### src/rtl/uart_tx_pkg.sv
// Shared definitions for the UART transmitter: state encoding, default
// frame parameters and a counter-width helper.
package uart_tx_pkg;

    // IDLE/DATA/STOP codes line up with the receiver's state encoding.
    typedef enum logic [1:0] {
        ST_IDLE  = 2'd0,
        ST_START = 2'd1,
        ST_DATA  = 2'd2,
        ST_STOP  = 2'd3
    } tx_state_e;

    localparam int DATA_SIZE_DEF     = 8;
    localparam int TICKS_PER_BIT_DEF = 1;
    localparam int STOP_BITS_DEF     = 1;

    // Bits needed to hold 0..max_val, never less than one.
    function automatic int cnt_width(input int max_val);
        return (max_val < 1) ? 1 : $clog2(max_val + 1);
    endfunction

endpackage

### src/rtl/uart_tx.sv
// UART transmitter: start bit, MSB-first data, stop bit(s), with a one-entry
// holding register so a second word can be queued for zero-gap frames.
module uart_tx
    import uart_tx_pkg::*;
#(
    parameter int DATA_BITS     = DATA_SIZE_DEF,
    parameter int TICKS_PER_BIT = TICKS_PER_BIT_DEF,
    parameter int STOP_BITS     = STOP_BITS_DEF
) (
    input  logic                 s_tick,
    input  logic                 reset,
    input  logic [DATA_BITS-1:0] din,
    input  logic                 tx_start,
    output logic                 tx_ready,
    output logic                 tx,
    output logic                 tx_busy,
    output logic                 tx_done
);

    localparam int TICK_W = cnt_width(TICKS_PER_BIT - 1);
    localparam int BIT_W  = cnt_width(DATA_BITS - 1);
    localparam int STOP_W = cnt_width(STOP_BITS - 1);

    localparam logic [TICK_W-1:0] TICK_LAST = TICK_W'(TICKS_PER_BIT - 1);
    localparam logic [BIT_W-1:0]  BIT_LAST  = BIT_W'(DATA_BITS - 1);
    localparam logic [STOP_W-1:0] STOP_LAST = STOP_W'(STOP_BITS - 1);

    tx_state_e            r_state;
    logic [DATA_BITS-1:0] r_shift;
    logic [BIT_W-1:0]     r_bit_cnt;
    logic [TICK_W-1:0]    r_tick_cnt;
    logic [STOP_W-1:0]    r_stop_cnt;
    logic [DATA_BITS-1:0] r_hold;
    logic                 r_hold_valid;
    logic                 r_tx;
    logic                 r_done;

    tx_state_e            w_state_nxt;
    logic [DATA_BITS-1:0] w_shift_nxt;
    logic [BIT_W-1:0]     w_bit_cnt_nxt;
    logic [TICK_W-1:0]    w_tick_nxt;
    logic [STOP_W-1:0]    w_stop_cnt_nxt;
    logic [DATA_BITS-1:0] w_hold_nxt;
    logic                 w_hold_valid_nxt;
    logic                 w_tx_nxt;
    logic                 w_done_nxt;
    logic                 w_accept;
    logic                 w_bit_end;
    logic                 w_load_direct;

    assign w_accept  = tx_start & ~r_hold_valid;
    assign w_bit_end = (r_tick_cnt == TICK_LAST);

    always_comb begin
        w_state_nxt      = r_state;
        w_shift_nxt      = r_shift;
        w_bit_cnt_nxt    = r_bit_cnt;
        w_tick_nxt       = r_tick_cnt;
        w_stop_cnt_nxt   = r_stop_cnt;
        w_hold_nxt       = r_hold;
        w_hold_valid_nxt = r_hold_valid;
        w_tx_nxt         = r_tx;
        w_done_nxt       = 1'b0;
        w_load_direct    = 1'b0;

        if (r_state != ST_IDLE) begin
            w_tick_nxt = w_bit_end ? '0 : r_tick_cnt + TICK_W'(1);
        end

        case (r_state)
            ST_IDLE: begin
                w_tick_nxt = '0;
                if (w_accept) begin
                    w_shift_nxt   = din;
                    w_state_nxt   = ST_START;
                    w_tx_nxt      = 1'b0;
                    w_load_direct = 1'b1;
                end
            end
            ST_START: begin
                if (w_bit_end) begin
                    w_tx_nxt      = r_shift[DATA_BITS-1];
                    w_state_nxt   = ST_DATA;
                    w_bit_cnt_nxt = '0;
                end
            end
            ST_DATA: begin
                if (w_bit_end) begin
                    if (r_bit_cnt == BIT_LAST) begin
                        w_tx_nxt       = 1'b1;
                        w_state_nxt    = ST_STOP;
                        w_stop_cnt_nxt = '0;
                    end else begin
                        w_shift_nxt   = {r_shift[DATA_BITS-2:0], 1'b0};
                        w_tx_nxt      = r_shift[DATA_BITS-2];
                        w_bit_cnt_nxt = r_bit_cnt + BIT_W'(1);
                    end
                end
            end
            ST_STOP: begin
                if (w_bit_end) begin
                    if (r_stop_cnt == STOP_LAST) begin
                        w_done_nxt = 1'b1;
                        // A held word wins; tx_ready is low then, so no accept can race it.
                        if (r_hold_valid) begin
                            w_shift_nxt      = r_hold;
                            w_hold_valid_nxt = 1'b0;
                            w_state_nxt      = ST_START;
                            w_tx_nxt         = 1'b0;
                        end else if (w_accept) begin
                            w_shift_nxt   = din;
                            w_state_nxt   = ST_START;
                            w_tx_nxt      = 1'b0;
                            w_load_direct = 1'b1;
                        end else begin
                            w_state_nxt = ST_IDLE;
                            w_tx_nxt    = 1'b1;
                        end
                    end else begin
                        w_stop_cnt_nxt = r_stop_cnt + STOP_W'(1);
                    end
                end
            end
            default: begin
                w_state_nxt = ST_IDLE;
                w_tx_nxt    = 1'b1;
            end
        endcase

        // Words accepted mid-frame park in the holding register.
        if (w_accept && !w_load_direct) begin
            w_hold_nxt       = din;
            w_hold_valid_nxt = 1'b1;
        end
    end

    always_ff @(posedge s_tick) begin
        if (reset) begin
            r_state      <= ST_IDLE;
            r_shift      <= '0;
            r_bit_cnt    <= '0;
            r_tick_cnt   <= '0;
            r_stop_cnt   <= '0;
            r_hold       <= '0;
            r_hold_valid <= 1'b0;
            r_tx         <= 1'b1;
            r_done       <= 1'b0;
        end else begin
            r_state      <= w_state_nxt;
            r_shift      <= w_shift_nxt;
            r_bit_cnt    <= w_bit_cnt_nxt;
            r_tick_cnt   <= w_tick_nxt;
            r_stop_cnt   <= w_stop_cnt_nxt;
            r_hold       <= w_hold_nxt;
            r_hold_valid <= w_hold_valid_nxt;
            r_tx         <= w_tx_nxt;
            r_done       <= w_done_nxt;
        end
    end

    assign tx       = r_tx;
    assign tx_ready = ~r_hold_valid;
    assign tx_busy  = (r_state != ST_IDLE);
    assign tx_done  = r_done;

endmodule

### config.mk
export PLATFORM = sky130hd
export DESIGN_NAME = uart_tx
export DESIGN_NICKNAME = d
export VERILOG_FILES = /design/src/rtl/uart_tx_pkg.sv /design/src/rtl/uart_tx.sv
export SDC_FILE = /design/constraint.sdc
export NUM_CORES = 1
export LEC_CHECK = 0
export CAP_MARGIN = 20
export CORE_MARGIN = 2
export CORE_UTILIZATION = 51
export DETAILED_ROUTE_END_ITERATION = 8
export PLACE_DENSITY = 0.72
export SYNTH_ARGS = -nofsm -noshare
export SYNTH_HDL_FRONTEND = slang
export SYNTH_SLANG_ARGS = --single-unit
### constraint.sdc
create_clock -name s_tick -period 2.1 [get_ports s_tick]
set_input_delay 0.42 -clock s_tick [delete_from_list [all_inputs] [get_ports s_tick]]
set_output_delay 0.42 -clock s_tick [all_outputs]
set_load 0.02 [all_outputs]
## Word level (Yosys, flattened, before mapping)

Cells that the tools add are included.

- Register bits: 26
- Bits of input ports: 11
- Output and inout port bits: 4

- Add/sub/neg operators: 3
- Eq/ne operators: 13
- Multiplexer cells: 45
- Bitwise operators: 3
- Reductions and logical operators: 16

Operators with widths:

| operator | count |
|---|---|
| $mux W8 | 6 |
| $mux W1 | 24 |
| $pmux W8 S3 | 1 |
| $ne A2 B2 Y1 const B | 7 |
| $mux W2 | 6 |
| $reduce_and A5 Y1 | 2 |
| $mux W3 | 3 |
| $pmux W2 S4 | 1 |
| $reduce_and A4 Y1 | 2 |
| $reduce_bool A2 Y1 | 4 |
| $pmux W3 S2 | 1 |
| $reduce_and A6 Y1 | 1 |
| $eq A2 B2 Y1 const B | 2 |
| $ne A2 B1 Y1 const B | 2 |
| $pmux W1 S2 | 2 |
| $pmux W1 S4 | 1 |
| $add A3 B1 Y3 const B | 1 |
| $eq A3 B3 Y1 const B | 1 |
| $reduce_and A3 Y1 | 1 |
| $reduce_bool A3 Y1 | 1 |
| $reduce_or A3 Y1 | 1 |
| $add A1 B1 Y1 const B | 2 |
| $eq A2 B1 Y1 const B | 1 |
| $logic_not A2 Y1 | 1 |
| other kinds (5) | 6 |

## Logic depth before layout (Yosys ltp)

Gate-level depths: netlist (run 1).

- Depth in word-level cells: 11
- Gate-level depth with buffers: 7
- Mapped depth without buffers: 6

## Least setup slack after synthesis (run 1)

Ideal clock, no wire load.

- Path type: flip-flop to flip-flop
- Start: reg r_state[1]
- End: reg r_shift[2]
- Setup time: 127 ps
- Arrival time: 1506 ps
- Setup slack: 467 ps
- Stages on the path, launching flop included: 7
- Path buffers: 1
- Cell sequence: dfxtp_1 > inv_1 > ha_1 > or2_2 > buf_1 > a222oi_1 > nor3_1

- Word-level cells in the longest chain between the ends: 3

Ends and longest elaborated chain:

| what | RTL line | source |
|---|---|---|
| start, declared | uart_tx.sv:28 | `tx_state_e r_state;` |
| start signal, assigned | uart_tx.sv:149 | `r_state <= w_state_nxt;` |
| $eq A2 B2 Y1 / $logic_not A2 Y1 (equally long branches) | uart_tx.sv:70 | `case (r_state)` |
| $ne A2 B2 Y1 (no source line) / $reduce_bool A3 Y1 (equally long branches) | n/a |  |
| $reduce_and A5 Y1 (no source line) | n/a |  |
| end signal, assigned | uart_tx.sv:150 | `r_shift <= w_shift_nxt;` |
| end, declared | uart_tx.sv:29 | `logic [DATA_BITS-1:0] r_shift;` |

Parallel ways exist; a longest one is shown, timed or not.
A chain may end at the register's enable or synchronous reset.

## Worst setup path in the final report (run 1)

- Start: reg r_state[0]
- End: out tx_busy

- Word-level cells in the longest chain between the ends: 1

Ends and longest elaborated chain:

| what | RTL line | source |
|---|---|---|
| $reduce_bool A2 Y1 | uart_tx.sv:163 | `assign tx_busy = (r_state != ST_IDLE);` |
| end, declared | uart_tx.sv:16 | `output logic tx_busy,` |

Every way passes these cells.

==> out/metrics.yaml, run 1 <==
outcome: "finished clean"
syn_area_um2: 1250
synth-seq-area-share_pct: 38.4
gp_congestion: 0.872
die_w_um: 53.6
clk_path_buf_depth: 2
drive_gt1_share_pct: 14.3
finClkSkew_ps: 14.4
vias: 1011
drt-total-wl_um: 2560
ioPinCount: 15
grt_overflow: 0
tritoncts: "built"
drv_cap: 0
clk_pin_slew_worst_paths_ps: 120
avgSynthCellArea_um2: 9.63
initial_core_util_pct: 55.0
core_area_um2: 2280
crit_type: "reg -> out"
post-route-min-period_ps: 1960
p_seq_share_pct: 33.0
hold_path_startpoint: "tx$_SDFFE_PP1P_"
clockRootBuffer: "clkbuf_4"
fmax_mhz: 511
cts_buffers: 3
drc: 0
power_density_nw_per_um2: 1450
crit_path_end_kind: "primary output"
dpl.hpwl_um: 1860
antenna_left: 0
rsz0062_at_grt: "no"
rr_worst_depth: 6
antenna_found_initial: 0
hold_violations: 0
fillers: 184
p_comb_share_pct: 51.5
swShare_pct: 38.2
tightest_slew_ps: 381
max-slew-margin-rel_pct: 74.4
vdd.ir_drop.worst_v: 0.000760
syn2layout_area_growth_pct: 19.2
ys_types: 33
fin_nets: 166
maxSlewViolCount: 0
stdcell_count: 175
synth_area_leader_cell: "dfxtp_1"
post-route-period-util_pct: 93.1
postSynth.asyncResetShare_pct: 0
min_path_cells: 1
first_global_vias: 946
grtUsageTotal_pct: 21.5
htreeDepth: 1
ys_top_cells_by_area: "dfxtp_1 38%, mux2i_1 8.8%, ha_1 7.0%"
synth_most_common_cell: "dfxtp_1"
drtIter0Drc: 32
wl_per_cell_um: 14.6
power.switching_uw: 825
drt-pass1-iter-count: 4
leakage_uw: 0.000650
dp_cells: 171
synth_top_cell_area_share_pct: 38.4
synth.top_cells.by_count: "24 x dfxtp_1, 22 x nor2_1, 11 x mux2i_1"
rows: 17
setup_viol: 0
cp.arrival_ps: 1540
synth_nets: 148
netlist_instances: 130
fin_tns_setup_ps: 0
clock_latency_ps: 320
intPower_uw: 1340
crit_fanout: 7
cts.sinks: 24
hold_end: "tx$_SDFFE_PP1P_"
grt_max_degree: 15
yosysWarnings: 0
grt_pass1_wl_um: 4440
synth_edf_count: 0
hold_class: "reg -> reg"
synth-main-ff-cell: "dfxtp_1"
synth-seq-cells: 24
ff2ff_setup_slack_ps: 320
vias_per_cell: 5.78
r2r-end: "r_state[0]$_SDFFE_PP0P_"
dieArea_um2: 2870
cp-start-kind: "flop"
dieHeight_um: 53.6
antenna_cells: 0
critical_path.reg2reg.startpoint: "r_state[0]$_SDFFE_PP0P_"
clockPowerShare_pct: 15.5
required_ps: 1680
numPortBuffers: 14
[layout make-up]
type / count / area (um^2) / area share [%]
Inverter: 4 / 15.0 / 1.01
Multi-Input combinational cell: 93 / 711 / 47.6
Clock buffer: 3 / 22.5 / 1.51
Clock inverter: 1 / 30.0 / 2.01
Timing Repair Buffer: 22 / 199 / 13.3
Tap cell: 28 / 35.0 / 2.35
Sequential cell: 24 / 480 / 32.2
[layout by cell type (no fill, tap or decap), drive strengths merged, types with 4 or more instances in the layout]
| cell type | Yosys | routed |
|---|---|---|
| a211oi | 7 | 7 |
| a222oi | 7 | 7 |
| buf | 6 | 8 |
| clkdlybuf4s50 | 0 | 13 |
| dfxtp | 24 | 24 |
| ha | 7 | 7 |
| inv | 4 | 4 |
| mux2 | 7 | 7 |
| mux2i | 11 | 11 |
| nor2 | 22 | 22 |
[layer usage]
layer | vias to the layer above | global-route usage [%] | wire (um)
met3 | 6 | 3.33 | 137
met5 | - | 0 | 0
met1 | 459 | 29.9 | 1240
li1 | 511 | - | -
met2 | 35 | 32.3 | 1130
met4 | 0 | 10.7 | 53
[kinds of logic after synthesis]
kind of cell	synth area share (%)
flip-flops	38.4
buffers and inverters	4.89
AND/OR/NAND/NOR	15.3
AO/OA/AOI/OAI	18.2
multiplexers	16.3
adder cells (fa/ha/maj)	6.99
[worst max path at each step]
stage	start	end	cells past startpoint
4_1_cts	r_state[0]$_SDFFE_PP0P_	tx_busy	4
3_5_place_dp	tx_start	r_shift[3]$_SDFFE_PP0P_	6
3_3_place_gp	tx_start	r_shift[1]$_SDFFE_PP0P_	6
5_1_grt	r_state[1]$_SDFFE_PP0P_	tx_busy	4
6_report	r_state[0]$_SDFFE_PP0P_	tx_busy	4
2_1_floorplan	r_state[1]$_SDFFE_PP0P_	r_shift[2]$_SDFFE_PP0P_	6
[per-stage QoR]
step	util, %	total power (uW)	instance area [um^2]	setup slack (ps)	hold WS (ps)
after floorplan	-	1530	1250	467	462
after detailed placement	63.3	1830	1440	-21.9	485
after global routing	65.6	2320	1490	63.5	532
after CTS	65.6	2170	1490	135	516
final	65.6	2160	1490	144	511
after global placement	63.3	1800	1440	51.6	480
[flip-flops by register name (all words and copies together) (netlist names)]
| signal | count |
|---|---|
| r_hold | 8 |
| r_shift | 8 |
| r_bit_cnt | 3 |
| r_state | 2 |
| r_hold_valid | 1 |
| tx | 1 |
| tx_done | 1 |
[worst max-delay path: stages, from the launching register on]
cell and delay (ps):
dfxtp_1 410, inv_1 120, ha_1 300, inv_1 70, dlygate4sd2_1 320
[power groups by stage]
| stage | Combinational [uW] | Sequential [uW] | Clock, uW |
|---|---|---|---|
| 3_5_place_dp | 1110 | 721 | 0 |
| 4_1_cts | 1110 | 710 | 347 |
| 6_report | 1110 | 713 | 336 |
| 2_1_floorplan | 835 | 695 | 0 |
| 3_3_place_gp | 1080 | 712 | 0 |
| 5_1_grt | 1230 | 732 | 359 |
[timing repair]
item                       4_1_cts  5_1_grt
setup buffers                    0        0
hold buffers                     0        0
setup endpoints to repair        1        0
gates resized for setup          1        0
No activity file was read; power rests on OpenSTA's default activity.
==> run 2: changes to the inputs <==
--- a/config.mk
+++ b/config.mk
@@ -9,6 +9,7 @@
 export CORE_MARGIN = 2
 export CORE_UTILIZATION = 51
 export DETAILED_ROUTE_END_ITERATION = 8
+export MAX_ROUTING_LAYER = met4
 export PLACE_DENSITY = 0.72
 export SYNTH_ARGS = -nofsm -noshare
 export SYNTH_HDL_FRONTEND = slang
==> run 2 against run 1 <==
  * Cell area is the same
  * Largest power group unchanged
  * Core utilization is the same
  * Register-to-register slack is essentially flat
  * Via count shrank 0.49%
  * Die area is the same
  * Critical path type unchanged
  * Clock power is essentially flat
  * Combinational power is essentially flat
  * Critical endpoint unchanged
  * Clock-buffer cell count is the same
==> out/metrics.yaml, run 2 (synthesized netlist as in run 1, its figures left out) <==
clk_path_buf_depth: 2
rr_worst_depth: 6
dp_cells: 171
hold_buffers: 0
maxSlewViolCount: 0
min_path_cells: 1
setup_viol: 0
core_area_um2: 2280
first_global_vias: 948
drt-pass1-iter-count: 7
cp-start-kind: "flop"
antenna_cells: 0
vias: 1006
hold_class: "reg -> reg"
critical_path.reg2reg.startpoint: "r_state[0]$_SDFFE_PP0P_"
cts_buffers: 3
drv_cap: 0
tritoncts: "built"
post-route-period-util_pct: 93.2
multi_input_area_um2: 711
clk_pin_slew_worst_paths_ps: 120
htreeDepth: 1
seqCellArea_um2: 480
max-slew-margin-rel_pct: 74.3
crit_fanout: 7
outcome: "finished clean"
gp_congestion: 0.886
hold-worst-slack_ps: 511
fin_tns_setup_ps: 0
crit_path_end_kind: "primary output"
fmax_mhz: 511
stdcell_count: 175
antenna_left: 0
grt_max_degree: 15
dpl.hpwl_um: 1860
dieArea_um2: 2870
fin_nets: 166
most-common-layout-cells: "24 x dfxtp_1, 22 x nor2_1, 13 x clkdlybuf4s50_1"
vdd.ir_drop.worst_v: 0.000764
cts.sinks: 24
initial_core_util_pct: 55.0
fillers: 184
tightest_slew_ps: 382
drive_gt1_share_pct: 14.3
final_common_cell: "dfxtp_1"
die_w_um: 53.6
ff2ff_setup_slack_ps: 320
r2r-end: "r_state[0]$_SDFFE_PP0P_"
rows: 17
drc: 0
required_ps: 1680
startpoint: "r_state[0]$_SDFFE_PP0P_"
hold_violations: 0
ctsResizeCount: 1
largest_registers: "r_hold (8), r_shift (8), r_bit_cnt (3)"
power_density_nw_per_um2: 1450
ioPinCount: 15
drt-total-wl_um: 2600
clockRootBuffer: "clkbuf_4"
vias_per_cell: 5.75
leakage_uw: 0.000650
post-route-min-period_ps: 1960
rsz0062_at_grt: "no"
drtIter0Drc: 52
grt_pass1_wl_um: 4440
syn2layout_area_growth_pct: 19.2
finClkSkew_ps: 12.0
cts_setup_buffers: 0
clock_latency_ps: 320
grtUsageTotal_pct: 22.1
numPortBuffers: 14
wl_per_cell_um: 14.8
dieHeight_um: 53.6
grt_overflow: 0
crit_type: "reg -> out"
endpoint: "tx_busy"
antenna_found_initial: 0
cp.arrival_ps: 1540
==> run 2: cell counts in the layout (fill, tap and decap cells not counted) <==
Identical to the previous run, type by type.
==> run 2: area by class of cell <==
type | count | share of cell area (%)
inverter | 4 | 1.01
multi-input combinational | 93 | 47.6
clock buffer | 3 | 1.51
clock inverter | 1 | 2.01
timing repair buffer | 22 | 13.3
sequential | 24 | 32.2
tap | 28 | 2.35
==> run 2: worst min path at each step <==
stage,startpoint,endpoint
after detailed placement,tx$_SDFFE_PP1P_,tx$_SDFFE_PP1P_
final,tx$_SDFFE_PP1P_,tx$_SDFFE_PP1P_
after CTS,tx$_SDFFE_PP1P_,tx$_SDFFE_PP1P_
after global placement,tx$_SDFFE_PP1P_,tx$_SDFFE_PP1P_
after global routing,tx$_SDFFE_PP1P_,tx$_SDFFE_PP1P_
after floorplan,r_hold[1]$_SDFFE_PP0P_,r_hold[1]$_SDFFE_PP0P_
==> run 2: per-layer routing <==
layer	GRT usage [%]	routed length [um]	vias up
li1	-	-	514
met2	32.3	1150	36
met3	3.33	137	4
met5	-	0	-
met1	29.9	1280	452
met4	10.7	36	0
==> run 2: stage by stage <==
stage          power, uW  setup WS [ps]  utilization, %  cell area, um^2
2_1_floorplan       1530            467               -             1250
3_3_place_gp        1800           51.6            63.3             1440
3_5_place_dp        1830          -21.9            63.3             1440
4_1_cts             2170            135            65.6             1490
5_1_grt             2320           63.5            65.6             1490
6_report            2160            143            65.6             1490
==> run 2: critical path, stage by stage, from the launching register on <==
cell and delay (ps):
dfxtp_1 410, inv_1 120, ha_1 300, inv_1 70
dlygate4sd2_1 320
==> run 2: report_power, final <==
| group | leakage (uW) | internal [uW] | switching, uW | total (uW) |
|---|---|---|---|---|
| Clock | 0.0000279 | 193 | 141 | 334 |
| Sequential | 0.000197 | 598 | 115 | 713 |
| Combinational | 0.000425 | 546 | 570 | 1120 |
==> run 3: changes to the inputs <==
--- a/config.mk
+++ b/config.mk
@@ -7,10 +7,9 @@
 export LEC_CHECK = 0
 export CAP_MARGIN = 20
 export CORE_MARGIN = 2
-export CORE_UTILIZATION = 51
+export CORE_UTILIZATION = 50
 export DETAILED_ROUTE_END_ITERATION = 8
-export MAX_ROUTING_LAYER = met4
-export PLACE_DENSITY = 0.72
+export PLACE_DENSITY = 0.71
 export SYNTH_ARGS = -nofsm -noshare
 export SYNTH_HDL_FRONTEND = slang
 export SYNTH_SLANG_ARGS = --single-unit
==> constraint.sdc (replaced) <==
create_clock -name s_tick -period 1.9 [get_ports s_tick]
set_input_delay 0.38 -clock s_tick [delete_from_list [all_inputs] [get_ports s_tick]]
set_output_delay 0.38 -clock s_tick [all_outputs]
set_load 0.02 [all_outputs]
==> run 3 against run 2 <==
  * Worst hold slack improved by 10 ps
  * Critical path depth unchanged
  * Total power increased by 6.8%
  * First-iteration DRC count decreased by 35%
  * Worst setup slack got worse by 27 ps
  * Flip-flop and latch count unchanged
  * Sequential power increased by 11%
  * Routed wire length increased by 0.62%
  * Clock skew decreased by 8.1 ps
  * Clock power decreased by 18%
  * Cell count increased by 1.7%
==> out/metrics.yaml, run 3 (synthesized netlist as in run 1, its figures left out) <==
rr_worst_depth: 6
intPower_uw: 1400
tightest_slew_ps: 405
ioPinCount: 15
finClkSkew_ps: 3.88
clockPowerShare_pct: 11.8
max-slew-margin-rel_pct: 72.9
cp.arrival_ps: 1400
grtUsageTotal_pct: 20.9
seqCellArea_um2: 482
cp-start-kind: "flop"
rsz0062_at_grt: "yes"
grt_overflow: 0
htreeDepth: 1
wl_per_cell_um: 14.7
core_area_um2: 2430
cp_num_buf_inv: 3
grt_max_degree: 15
post-route-min-period_ps: 1780
vias: 1040
required_ps: 1520
p_seq_share_pct: 34.2
rows: 18
multi_input_area_um2: 726
cts_setup_buffers: 0
drc: 0
gp_congestion: 0.759
fmax_mhz: 561
fin_util_pct: 61.8
critical_path.cell_chain: "inv_1, ha_4, inv_1, dlygate4sd2_1"
clockRootBuffer: "clkbuf_4"
p_comb_share_pct: 53.9
ff2ff_setup_slack_ps: 130
antenna_left: 0
dieHeight_um: 54.1
die_w_um: 54.1
initial_core_util_pct: 51.5
crit_type: "reg -> out"
power_density_nw_per_um2: 1540
numPortBuffers: 14
max_stage_delay_ps: 380
syn2layout_area_growth_pct: 20.0
fin_tns_setup_ps: 0
power.switching_uw: 908
fin_nets: 167
clk_path_buf_depth: 2
post-route-period-util_pct: 93.9
hold_path_startpoint: "r_hold[5]$_SDFFE_PP0P_"
drv_cap: 0
crit_fanout: 7
hold-worst-slack_ps: 521
drt-pass1-iter-count: 5
drt-total-wl_um: 2610
hold_violations: 0
cts_buffers: 3
largest_registers: "r_hold (8), r_shift (8), r_bit_cnt (3)"
drtIter0Drc: 34
antenna_cells: 0
dpl.hpwl_um: 1940
leakage_uw: 0.000648
hold_end: "r_hold[5]$_SDFFE_PP0P_"
clock_latency_ps: 320
vdd.ir_drop.worst_v: 0.000927
vias_per_cell: 5.84
final_common_cell: "dfxtp_1"
clk_pin_slew_worst_paths_ps: 130
dieArea_um2: 2920
path_common_cell: "inv_1"
most-common-layout-cells: "23 x dfxtp_1, 22 x nor2_1, 13 x clkdlybuf4s50_1"
setup_viol: 0
r2r-end: "r_state[0]$_SDFFE_PP0P_"
grt_pass1_wl_um: 4330
first_global_vias: 1010
critical_path.reg2reg.startpoint: "r_state[0]$_SDFFE_PP0P_"
cts.sinks: 24
outcome: "finished clean"
cpMaxStageDelayCell: "dfxtp_1"
swShare_pct: 39.3
antenna_found_initial: 0
crit_path_end_kind: "primary output"
fillers: 223
maxSlewViolCount: 0
min_path_cells: 2
drive_gt1_share_pct: 16.9
hold_class: "reg -> reg"
path_delay_family: "buffers and inverters"
tritoncts: "built"
fin_total_pwr_uw: 2310
## run 3: per-stage QoR
stage / setup slack (ps) / cell area (um^2) / instances
floorplan: 267 / 1250 / 130
global placement: -112 / 1450 / 174
detailed placement: -169 / 1450 / 174
CTS: 10.7 / 1490 / 178
global route: -18.8 / 1500 / 178
finish: 116 / 1500 / 178
## run 3: timing repair
action | 4_1_cts | 5_1_grt
hold buffers | 0 | 0
endpoints found under the setup margin | 1 | 5
gates resized for setup | 2 | 3
## run 3: metal layers
| layer | share of wire [%] | wire [um] | global-route usage (%) | vias up |
|---|---|---|---|---|
| met2 | 48 | 1250 | 35.6 | 28 |
| met1 | 45 | 1180 | 24.3 | 495 |
| li1 | - | - | - | 512 |
| met4 | 2.4 | 63 | 12.9 | 0 |
| met5 | 0 | 0 | 0 | - |
| met3 | 4.8 | 125 | 3.61 | 5 |
## run 3: layout make-up
class	count	area share [%]
multi-input cells	93	48.3
flip-flops and latches	24	32.1
repair buffers	23	13.7
well taps	30	2.50
clock buffers	4	2.41
inverters	4	0.999
## run 3: worst register-to-register path, delay by kind of cell, from the launching register on
family	cells	cell delay, ps
AOI/OAI and AO/OA	2	250
adders and majority gates	1	290
buffers and inverters	1	180
DFF	1	350
and+or+nand+nor	2	660
## run 3: how the worst max path moves through the flow
stage	slack [ps]	startpoint	depth (start not counted)	end
after floorplan	270	r_state[1]$_SDFFE_PP0P_	6	r_shift[2]$_SDFFE_PP0P_
after global placement	-110	tx_start	6	r_shift[4]$_SDFFE_PP0P_
after detailed placement	-170	tx_start	6	r_shift[4]$_SDFFE_PP0P_
after CTS	10	r_state[0]$_SDFFE_PP0P_	4	tx_busy
after global routing	-20	r_state[0]$_SDFFE_PP0P_	6	r_shift[3]$_SDFFE_PP0P_
final	120	r_state[0]$_SDFFE_PP0P_	4	tx_busy
## run 3: power by group through the flow
| stage | Combinational [uW] | Clock (uW) | Sequential (uW) |
|---|---|---|---|
| finish | 1250 | 273 | 791 |
| global route | 1410 | 305 | 810 |
| CTS | 1210 | 282 | 790 |
| detailed placement | 1220 | 0 | 799 |
| global placement | 1190 | 0 | 789 |
| floorplan | 923 | 0 | 768 |
